===== config.mk =====
export PLATFORM = sky130hd
export DESIGN_NAME = bus_datapath
export DESIGN_NICKNAME = d
export VERILOG_FILES = /design/src/rtl/datapath_pkg.sv /design/src/rtl/muldiv_seq.sv /design/src/rtl/register_w.sv /design/src/rtl/bus_datapath.sv
export SDC_FILE = /design/constraint.sdc
export NUM_CORES = 2
export LEC_CHECK = 0
export CORE_UTILIZATION = 30
export CTS_CLUSTER_DIAMETER = 60
export CTS_CLUSTER_SIZE = 10
export DETAILED_ROUTE_END_ITERATION = 8
export SLEW_MARGIN = 20
export SYNTH_ARGS = -nofsm -noshare
export SYNTH_HDL_FRONTEND = slang
export SYNTH_SLANG_ARGS = --single-unit

===== constraint.sdc =====
create_clock -name clk -period 34.6 [get_ports clk]
set_input_delay 6.92 -clock clk [delete_from_list [all_inputs] [get_ports clk]]
set_output_delay 6.92 -clock clk [all_outputs]
set_load 0.02 [all_outputs]

===== src/rtl/datapath_pkg.sv =====
// Shared encodings for the single-bus datapath: ALU opcodes, bus-source
// offsets above the general registers, and the MUL/DIV sequencer states.
package datapath_pkg;

  typedef enum logic [3:0] {
    OP_ADD  = 4'd0,
    OP_SUB  = 4'd1,
    OP_AND  = 4'd2,
    OP_OR   = 4'd3,
    OP_SHR  = 4'd4,
    OP_SHRA = 4'd5,
    OP_SHL  = 4'd6,
    OP_ROR  = 4'd7,
    OP_ROL  = 4'd8,
    OP_NEG  = 4'd9,
    OP_NOT  = 4'd10,
    OP_MUL  = 4'd11,
    OP_DIV  = 4'd12
  } alu_op_t;

  // Bus-source indices are NREGS + offset; lower index wins arbitration.
  localparam int SRC_HI        = 0;
  localparam int SRC_LO        = 1;
  localparam int SRC_ZHI       = 2;
  localparam int SRC_ZLO       = 3;
  localparam int SRC_PC        = 4;
  localparam int SRC_MDR       = 5;
  localparam int SRC_INPORT    = 6;
  localparam int SRC_C         = 7;
  localparam int N_SPECIAL_SRC = 8;

  typedef enum logic [1:0] {
    S_IDLE = 2'd0,
    S_RUN  = 2'd1,
    S_DONE = 2'd2
  } seq_state_t;

endpackage


===== src/rtl/muldiv_seq.sv =====
// Iterative signed multiply/divide: magnitudes are processed one bit per
// RUN cycle (shift-add or restoring subtract); signs are applied in DONE.
module muldiv_seq
  import datapath_pkg::*;
#(
  parameter int WIDTH = 32
) (
  input  logic               clk,
  input  logic               clr,
  input  logic               i_start,
  input  logic               i_is_div,
  input  logic [WIDTH-1:0]   i_a,
  input  logic [WIDTH-1:0]   i_b,
  output logic               o_busy,
  output logic               o_done,
  output logic [2*WIDTH-1:0] o_result
);

  localparam int CNT_W = (WIDTH > 1) ? $clog2(WIDTH) : 1;
  localparam logic [CNT_W-1:0] LAST = CNT_W'(WIDTH - 1);

  seq_state_t         r_state, w_state_nxt;
  logic [CNT_W-1:0]   r_cnt;
  logic               r_is_div, r_a_sign, r_b_sign, r_div_zero;
  logic [WIDTH-1:0]   r_dividend, r_b_mag;
  logic [2*WIDTH-1:0] r_acc;

  logic               w_accept;
  logic [WIDTH-1:0]   w_a_mag, w_b_mag;
  logic [WIDTH:0]     w_mul_sum, w_div_diff;
  logic [2*WIDTH-1:0] w_mul_next, w_div_sh, w_div_next;

  // A new operation may also be accepted in the DONE cycle, back to back.
  assign w_accept = i_start && (r_state != S_RUN);
  assign w_a_mag  = i_a[WIDTH-1] ? -i_a : i_a;
  assign w_b_mag  = i_b[WIDTH-1] ? -i_b : i_b;

  always_ff @(posedge clk or posedge clr) begin
    if (clr) r_state <= S_IDLE;
    else     r_state <= w_state_nxt;
  end

  // NOTE: assigning a default before the case keeps every path driven, so
  // no latch is inferred for the next-state signal.
  always_comb begin
    w_state_nxt = r_state;
    case (r_state)
      S_IDLE:  if (w_accept) w_state_nxt = S_RUN;
      S_RUN:   if (r_cnt == LAST) w_state_nxt = S_DONE;
      S_DONE:  w_state_nxt = w_accept ? S_RUN : S_IDLE;
      default: w_state_nxt = S_IDLE;
    endcase
  end

  // Multiply: upper half accumulates, low half holds the shrinking multiplier.
  assign w_mul_sum  = {1'b0, r_acc[2*WIDTH-1:WIDTH]} +
                      {1'b0, (r_acc[0] ? r_b_mag : {WIDTH{1'b0}})};
  assign w_mul_next = {w_mul_sum, r_acc[WIDTH-1:1]};

  // Divide: {remainder, quotient} shifts left; quotient bits enter at bit 0.
  assign w_div_sh   = {r_acc[2*WIDTH-2:0], 1'b0};
  assign w_div_diff = {1'b0, w_div_sh[2*WIDTH-1:WIDTH]} - {1'b0, r_b_mag};
  assign w_div_next = w_div_diff[WIDTH] ? w_div_sh
                                        : {w_div_diff[WIDTH-1:0], w_div_sh[WIDTH-1:1], 1'b1};

  always_ff @(posedge clk or posedge clr) begin
    if (clr) begin
      r_cnt      <= '0;
      r_is_div   <= 1'b0;
      r_a_sign   <= 1'b0;
      r_b_sign   <= 1'b0;
      r_div_zero <= 1'b0;
      r_dividend <= '0;
      r_b_mag    <= '0;
      r_acc      <= '0;
    end else if (w_accept) begin
      r_cnt      <= '0;
      r_is_div   <= i_is_div;
      r_a_sign   <= i_a[WIDTH-1];
      r_b_sign   <= i_b[WIDTH-1];
      r_div_zero <= (i_b == '0);
      r_dividend <= i_a;
      r_b_mag    <= w_b_mag;
      r_acc      <= {{WIDTH{1'b0}}, w_a_mag};
    end else if (r_state == S_RUN) begin
      r_cnt <= r_cnt + 1'b1;
      r_acc <= r_is_div ? w_div_next : w_mul_next;
    end
  end

  always_comb begin
    o_result = r_acc;
    if (!r_is_div) begin
      if (r_a_sign ^ r_b_sign) o_result = -r_acc;
    end else if (r_div_zero) begin
      o_result = {r_dividend, {WIDTH{1'b1}}};
    end else begin
      o_result[WIDTH-1:0]       = (r_a_sign ^ r_b_sign) ? -r_acc[WIDTH-1:0] : r_acc[WIDTH-1:0];
      o_result[2*WIDTH-1:WIDTH] = r_a_sign ? -r_acc[2*WIDTH-1:WIDTH] : r_acc[2*WIDTH-1:WIDTH];
    end
  end

  assign o_busy = (r_state != S_IDLE);
  assign o_done = (r_state == S_DONE);

endmodule


===== src/rtl/register_w.sv =====
// Load-enabled register cell with asynchronous active-high clear.
module register_w #(
  parameter int WIDTH = 32
) (
  input  logic             clk,
  input  logic             clr,
  input  logic             i_en,
  input  logic [WIDTH-1:0] i_d,
  output logic [WIDTH-1:0] o_q
);

  logic [WIDTH-1:0] r_q;

  // NOTE: sequential state is written with <= so every register samples
  // pre-edge values, independent of block evaluation order.
  always_ff @(posedge clk or posedge clr) begin
    if (clr)       r_q <= '0;
    else if (i_en) r_q <= i_d;
  end

  assign o_q = r_q;

endmodule


===== src/rtl/bus_datapath.sv =====
// Single-bus CPU datapath with priority bus mux and ALU. Define
// DATAPATH_MULDIV_EN to build the iterative signed MUL/DIV sequencer.
module bus_datapath
  import datapath_pkg::*;
#(
  parameter int WIDTH = 32,
  parameter int NREGS = 16,
  parameter int C_W   = 19
) (
  input  logic             clk,
  input  logic             clr,
  input  logic [NREGS-1:0] reg_in,
  input  logic [NREGS-1:0] reg_out,
  input  logic             pc_in,
  input  logic             ir_in,
  input  logic             y_in,
  input  logic             z_in,
  input  logic             hi_in,
  input  logic             lo_in,
  input  logic             mar_in,
  input  logic             mdr_in,
  input  logic             outport_in,
  input  logic             hi_out,
  input  logic             lo_out,
  input  logic             zhi_out,
  input  logic             zlo_out,
  input  logic             pc_out,
  input  logic             mdr_out,
  input  logic             inport_out,
  input  logic             c_out,
  input  logic             read,
  input  logic [3:0]       alu_op,
  input  logic             alu_start,
  input  logic [WIDTH-1:0] mem_data_in,
  input  logic [WIDTH-1:0] inport_data,
  output logic [WIDTH-1:0] bus_q,
  output logic [WIDTH-1:0] mar_q,
  output logic [WIDTH-1:0] mdr_q,
  output logic [WIDTH-1:0] outport_q,
  output logic             bus_conflict,
  output logic             alu_busy,
  output logic             alu_done
);

  localparam int NSRC = NREGS + N_SPECIAL_SRC;
  localparam int SH_W = $clog2(WIDTH);

  logic [WIDTH-1:0]   w_bus, w_c, w_mdr_d;
  logic [WIDTH-1:0]   w_gpr [NREGS];
  logic [WIDTH-1:0]   w_pc, w_ir, w_y, w_hi, w_lo, w_mdr, w_inport;
  logic [2*WIDTH-1:0] r_z;
  logic [WIDTH-1:0]   w_src [NSRC];
  logic [NSRC-1:0]    w_src_en;
  logic               w_seq_busy, w_seq_done;
  logic [2*WIDTH-1:0] w_seq_result, w_alu_result;
  logic [WIDTH-1:0]   w_alu_lo;
  logic [WIDTH:0]     w_sum, w_diff;
  logic [2*WIDTH-1:0] w_rot_r, w_rot_l;
  logic [SH_W-1:0]    w_shamt;
  logic               w_unused;

  for (genvar g = 0; g < NREGS; g++) begin : g_gpr
    register_w #(.WIDTH(WIDTH)) u_reg (
      .clk(clk), .clr(clr), .i_en(reg_in[g]), .i_d(w_bus), .o_q(w_gpr[g])
    );
  end

  assign w_mdr_d = read ? mem_data_in : w_bus;

  register_w #(.WIDTH(WIDTH)) u_pc  (.clk(clk), .clr(clr), .i_en(pc_in),  .i_d(w_bus), .o_q(w_pc));
  register_w #(.WIDTH(WIDTH)) u_ir  (.clk(clk), .clr(clr), .i_en(ir_in),  .i_d(w_bus), .o_q(w_ir));
  register_w #(.WIDTH(WIDTH)) u_y   (.clk(clk), .clr(clr), .i_en(y_in),   .i_d(w_bus), .o_q(w_y));
  register_w #(.WIDTH(WIDTH)) u_hi  (.clk(clk), .clr(clr), .i_en(hi_in),  .i_d(w_bus), .o_q(w_hi));
  register_w #(.WIDTH(WIDTH)) u_lo  (.clk(clk), .clr(clr), .i_en(lo_in),  .i_d(w_bus), .o_q(w_lo));
  register_w #(.WIDTH(WIDTH)) u_mar (.clk(clk), .clr(clr), .i_en(mar_in), .i_d(w_bus), .o_q(mar_q));
  register_w #(.WIDTH(WIDTH)) u_mdr (.clk(clk), .clr(clr), .i_en(mdr_in), .i_d(w_mdr_d), .o_q(w_mdr));
  register_w #(.WIDTH(WIDTH)) u_out (.clk(clk), .clr(clr), .i_en(outport_in), .i_d(w_bus), .o_q(outport_q));
  register_w #(.WIDTH(WIDTH)) u_in  (.clk(clk), .clr(clr), .i_en(1'b1), .i_d(inport_data), .o_q(w_inport));

  assign mdr_q = w_mdr;
  assign w_c   = WIDTH'($signed(w_ir[C_W-1:0]));

  always_comb begin
    for (int i = 0; i < NREGS; i++) w_src[i] = w_gpr[i];
    w_src[NREGS+SRC_HI]     = w_hi;
    w_src[NREGS+SRC_LO]     = w_lo;
    w_src[NREGS+SRC_ZHI]    = r_z[2*WIDTH-1:WIDTH];
    w_src[NREGS+SRC_ZLO]    = r_z[WIDTH-1:0];
    w_src[NREGS+SRC_PC]     = w_pc;
    w_src[NREGS+SRC_MDR]    = w_mdr;
    w_src[NREGS+SRC_INPORT] = w_inport;
    w_src[NREGS+SRC_C]      = w_c;
  end

  assign w_src_en = {c_out, inport_out, mdr_out, pc_out, zlo_out, zhi_out, lo_out, hi_out, reg_out};

  // Scan from the top down so the lowest-index enabled source is written last.
  always_comb begin
    w_bus = '0;
    for (int i = NSRC - 1; i >= 0; i--) begin
      if (w_src_en[i]) w_bus = w_src[i];
    end
  end

  assign bus_q        = w_bus;
  assign bus_conflict = |(w_src_en & (w_src_en - NSRC'(1)));

  assign w_shamt = w_bus[SH_W-1:0];
  assign w_sum   = {1'b0, w_y} + {1'b0, w_bus};
  assign w_diff  = {1'b0, w_y} - {1'b0, w_bus};
  assign w_rot_r = {w_y, w_y} >> w_shamt;
  assign w_rot_l = {w_y, w_y} << w_shamt;

  always_comb begin
    w_alu_lo = '0;
    case (alu_op_t'(alu_op))
      OP_AND:  w_alu_lo = w_y & w_bus;
      OP_OR:   w_alu_lo = w_y | w_bus;
      OP_SHR:  w_alu_lo = w_y >> w_shamt;
      OP_SHRA: w_alu_lo = $signed(w_y) >>> w_shamt;
      OP_SHL:  w_alu_lo = w_y << w_shamt;
      OP_ROR:  w_alu_lo = w_rot_r[WIDTH-1:0];
      OP_ROL:  w_alu_lo = w_rot_l[2*WIDTH-1:WIDTH];
      OP_NEG:  w_alu_lo = -w_bus;
      OP_NOT:  w_alu_lo = ~w_bus;
      default: w_alu_lo = '0;
    endcase
  end

  always_comb begin
    case (alu_op_t'(alu_op))
      OP_ADD:  w_alu_result = {{(WIDTH-1){1'b0}}, w_sum};
      OP_SUB:  w_alu_result = {{(WIDTH-1){1'b0}}, w_diff};
      default: w_alu_result = {{WIDTH{1'b0}}, w_alu_lo};
    endcase
  end

`ifdef DATAPATH_MULDIV_EN
  logic w_seq_start;
  assign w_seq_start = alu_start &&
                       (alu_op == OP_MUL || alu_op == OP_DIV);

  muldiv_seq #(.WIDTH(WIDTH)) u_muldiv (
    .clk      (clk),
    .clr      (clr),
    .i_start  (w_seq_start),
    .i_is_div (alu_op == OP_DIV),
    .i_a      (w_y),
    .i_b      (w_bus),
    .o_busy   (w_seq_busy),
    .o_done   (w_seq_done),
    .o_result (w_seq_result)
  );
`else
  assign w_seq_busy   = 1'b0;
  assign w_seq_done   = 1'b0;
  assign w_seq_result = '0;
`endif

  // While the sequencer is active it alone owns Z.
  always_ff @(posedge clk or posedge clr) begin
    if (clr)                      r_z <= '0;
    else if (w_seq_done)          r_z <= w_seq_result;
    else if (z_in && !w_seq_busy) r_z <= w_alu_result;
  end

  assign alu_busy = w_seq_busy;
  assign alu_done = w_seq_done;
  assign w_unused = ^{w_ir, alu_start};

endmodule


==> impl_summary.txt <==
----------------------------------------------------
[Synth]
  Area share of the largest cell type after synthesis ... 0.431
  FF+latch count, synth ... slightly above 800
  Library cell with the largest summed area after synthesis ... dfrtp_1
  Synth warnings ... 0
  Cell count after synthesis ... between 5000 and 6000
  Predominant post-synthesis flop cell ... dfrtp_1
  Most frequent cell after synthesis ... dfrtp_1
  Cell types occupying the most area after synthesis ... dfrtp_1, mux2_2, a21oi_1, nor2_1, mux2i_1
  Share of synthesized area occupied by flip-flops and latches ... 0.431
  Post-synth cell types ... 105
  Top post-synthesis cells by count ... dfrtp_1, a21oi_1, nor2_1
  Number of enable-type register cells in the synthesized netlist ... 0
  Syn avg cell area ... 9.15 µm²
  Area of the mapped netlist ... between 0.04 and 0.05 mm²
  Share of async-settable or async-resettable flops after synthesis ... 1.00

[Pwr]
  Power density relative to cell area ... 66.3 mW/mm²
  Maximum ir drop on the vdd rail ... 0.0000531 V
  Static leakage ... ~22 nW

[Floorplanning]
  Die outline area ... between 0.15 and 0.2 mm²
  Die width ... 400 µm
  Number of core rows ... 145
  Core region area ... 0.157 mm²
  Number of primary I/O pins ... ~250
  Die H ... ~400 µm
  Initial Util ... 0.303

[Critical path]
  Type of destination of the critical path ... primary output
  Type of the worst setup path ... in2out
  Kind of cell with the highest combined delay on the critical path ... simple AND/OR/NAND/NOR gates
  Reg2Reg Depth ... 23
  Critical path launch point type ... primary input
  Critical Path Slowest Stage Cell ... nor4_1
  Slack of the worst reg-to-reg path ... 26080 ps
  Startpoint of the most critical register-to-register path ... r_z[4]
  WP buf/inv ... 3
  End of the worst register-to-register path ... r_z[23]
  Total stage count of the critical path ... 10
  Highest fanout seen on the critical path ... 32
  Worst Path Required ... 27680 ps
  CP cell instances ... clkdlybuf4s50_1 > buf_4 > nor4_1 > o221ai_1 > a21oi_1 > nor4_1 > nor3_1 > o21ai_0 > a21oi_4 > clkdlybuf4s50_1
  Data arrival, critical path ... 11820 ps
  Crit path largest cell delay ... around 1000 ps

[Place]
  Count of buffers from port buffering ... approximately 250
  Placer Congestion ... 0.996
  DP HPWL ... roughly 150000 µm

[Global route]
  Number of antenna violations at the first check in global routing ... 25
  Total global routing overflow ... 0
  Vias in the first global route ... 41393
  Global-route total usage across every layer ... 0.272
  Wire length of the first global-routing pass ... 318000 µm
  Pin count of the biggest net entering global routing ... 157

[CTS]
  Post-CTS Repair Setup Buffers ... 0
  Clock-pin slew reported for the worst setup and hold paths after clock tree synthesis ... approximately 50 ps
  # resized after CTS ... 0
  Buffer levels on the longest clock path ... 3
  Worst-Skew Late Latency ... 700 ps
  TritonCTS clock tree ... done
  H-tree depth ... 3
  Cts hold-fix bufs ... 0
  Root Buffer Master ... clkbuf_16
  Number of clock buffers inserted by TritonCTS ... a little under 100
  Clock sinks ... 820

[Cells and area]
  Area Overhead vs Synth ... 15.1%
  Share of layout cells above drive strength 1 ... 0.159
  Final layout net count ... approximately 5400

[Detailed routing]
  Via density ... 6.04
  Number of vias in the routed layout ... roughly 44000
  Final routed wirelength across all metal layers ... 225000 µm
  Antenna-violating nets left ... 0
  Wirelength per Cell ... approximately 31 µm
  Total iterations of the first detailed-routing run ... 7
  Violation count after the first detailed-route iteration ... roughly 5900
  DRC Markers ... 0

[Timing]
  RSZ-0062 raised after global routing ... false
  Minimum period implied by the final worst setup slack ... about 19000 ps
  Final Max Slew Viols ... 0
  Achievable frequency ... roughly 53 MHz
  Worst slew margin relative to its limit ... 0.194
  Finish-stage setup viols ... 0
  Layout Skew ... about 38 ps
  Worst-margin pin slew ... 1180 ps
  Final clock period utilization by the worst path ... 0.542
  Hold Fails Final Rpt ... 0
  Final TNS setup ... 0 ps
  Worst-case hold slack ... 496 ps

[Flow run]
  # Max-Cap Violations ... 0

[Worst hold path]
  Worst-case hold path end point ... g_gpr[4].u_reg.o_q[30]
  Number of cells traversed by the worst hold path ... 1
  Worst Hold Class ... reg2reg
  Start point of the worst min-delay path ... g_gpr[4].u_reg.o_q[30]

[Outcome]
  Outcome ... finished, final reports clean

----------------------------------------------------
## logic make-up (layout without fill, tap and decap cells)
group | after synthesis | in the layout | share of synthesized area
AO/OA/AOI/OAI | 1617 | 1617 | 0.215
adder cells (fa/ha/maj) | 37 | 37 | 0.00988
flip-flops | 820 | 820 | 0.431
XOR/XNOR | 73 | 73 | 0.0134
buffers and inverters | 602 | 634 | 0.0531
multiplexers | 628 | 628 | 0.143
other | 1 | 13 | 0.0000788
AND/OR/NAND/NOR | 1425 | 1425 | 0.135
## report_power, final
| group | switching [W] | leakage (nW) | internal [W] |
|---|---|---|---|
| Clock | 0.000413 | 1.38 | 0.000546 |
| Combinational | 0.000881 | 11.1 | 0.000480 |
| Sequential | 0.000146 | 9.29 | 0.00117 |
## stage by stage
step | utilization | total power, W | cells | area [µm²] | setup slack (ps)
6_report | 0.349 | 0.00363 | 7305 | 54800 | 15860
5_1_grt | 0.349 | 0.00376 | 7296 | 54800 | 16050
4_1_cts | 0.349 | 0.00360 | 7293 | 54700 | 16090
3_5_place_dp | 0.331 | 0.00265 | 7167 | 51900 | 16060
3_3_place_gp | 0.331 | 0.00263 | 7166 | 51900 | 16110
2_1_floorplan | - | 0.00209 | 5204 | 47600 | 4650
## cells in the final DEF, fill, tap and decap left out, types with 52 or more instances in the layout
master / instances
a221oi_1: 63
mux2i_1: 229
nand2_1: 379
o22ai_1: 54
nor2_1: 614
a211oi_1: 56
clkdlybuf4s50_1: 206
nand3_1: 62
nor2b_1: 70
buf_4: 174
a21oi_1: 669
nor3_1: 70
o21ai_0: 280
o211ai_1: 52
inv_1: 66
dfrtp_1: 820
mux2_2: 395
clkbuf_16: 101
## layer usage
layer  track usage  part of all wire  vias to the layer above
met5             0           0.00035                        -
met4         0.154             0.065                       12
li1              -                 -                    18763
met3        0.0516             0.094                      550
met2         0.410              0.44                     2573
met1         0.366              0.41                    22223
## registers in the layout (all words and copies together), names as in the netlist
signal and flops:
r_z 33, u_out.o_q 32, u_lo.o_q 32, g_gpr.u_reg.o_q 512, u_pc.o_q 32, u_hi.o_q 32, u_mdr.o_q 32, u_ir.o_q 19
u_in.o_q 32, u_y.o_q 32, u_mar.o_q 32
## worst max path at each step
stage	start	endpoint
after floorplan	clr	g_gpr[0].u_reg.o_q[0]
after global placement	pc_out	bus_q[12]
after detailed placement	reg_out[15]	bus_q[31]
after CTS	pc_out	bus_q[12]
after global routing	pc_out	bus_q[12]
final	reg_out[15]	bus_q[31]
## final cells by class
type / instances / area (µm²)
clock buffers: 112 / 2630
flip-flops and latches: 820 / 20500
well taps: 2058 / 2570
diodes: 11 / 27.5
inverters: 80 / 314
repair buffers: 428 / 3680
multi-input cells: 3782 / 24800
clock inverters: 14 / 186
fillers: 16052 / 102000
Note: power is estimated with default switching activity, not from simulation.
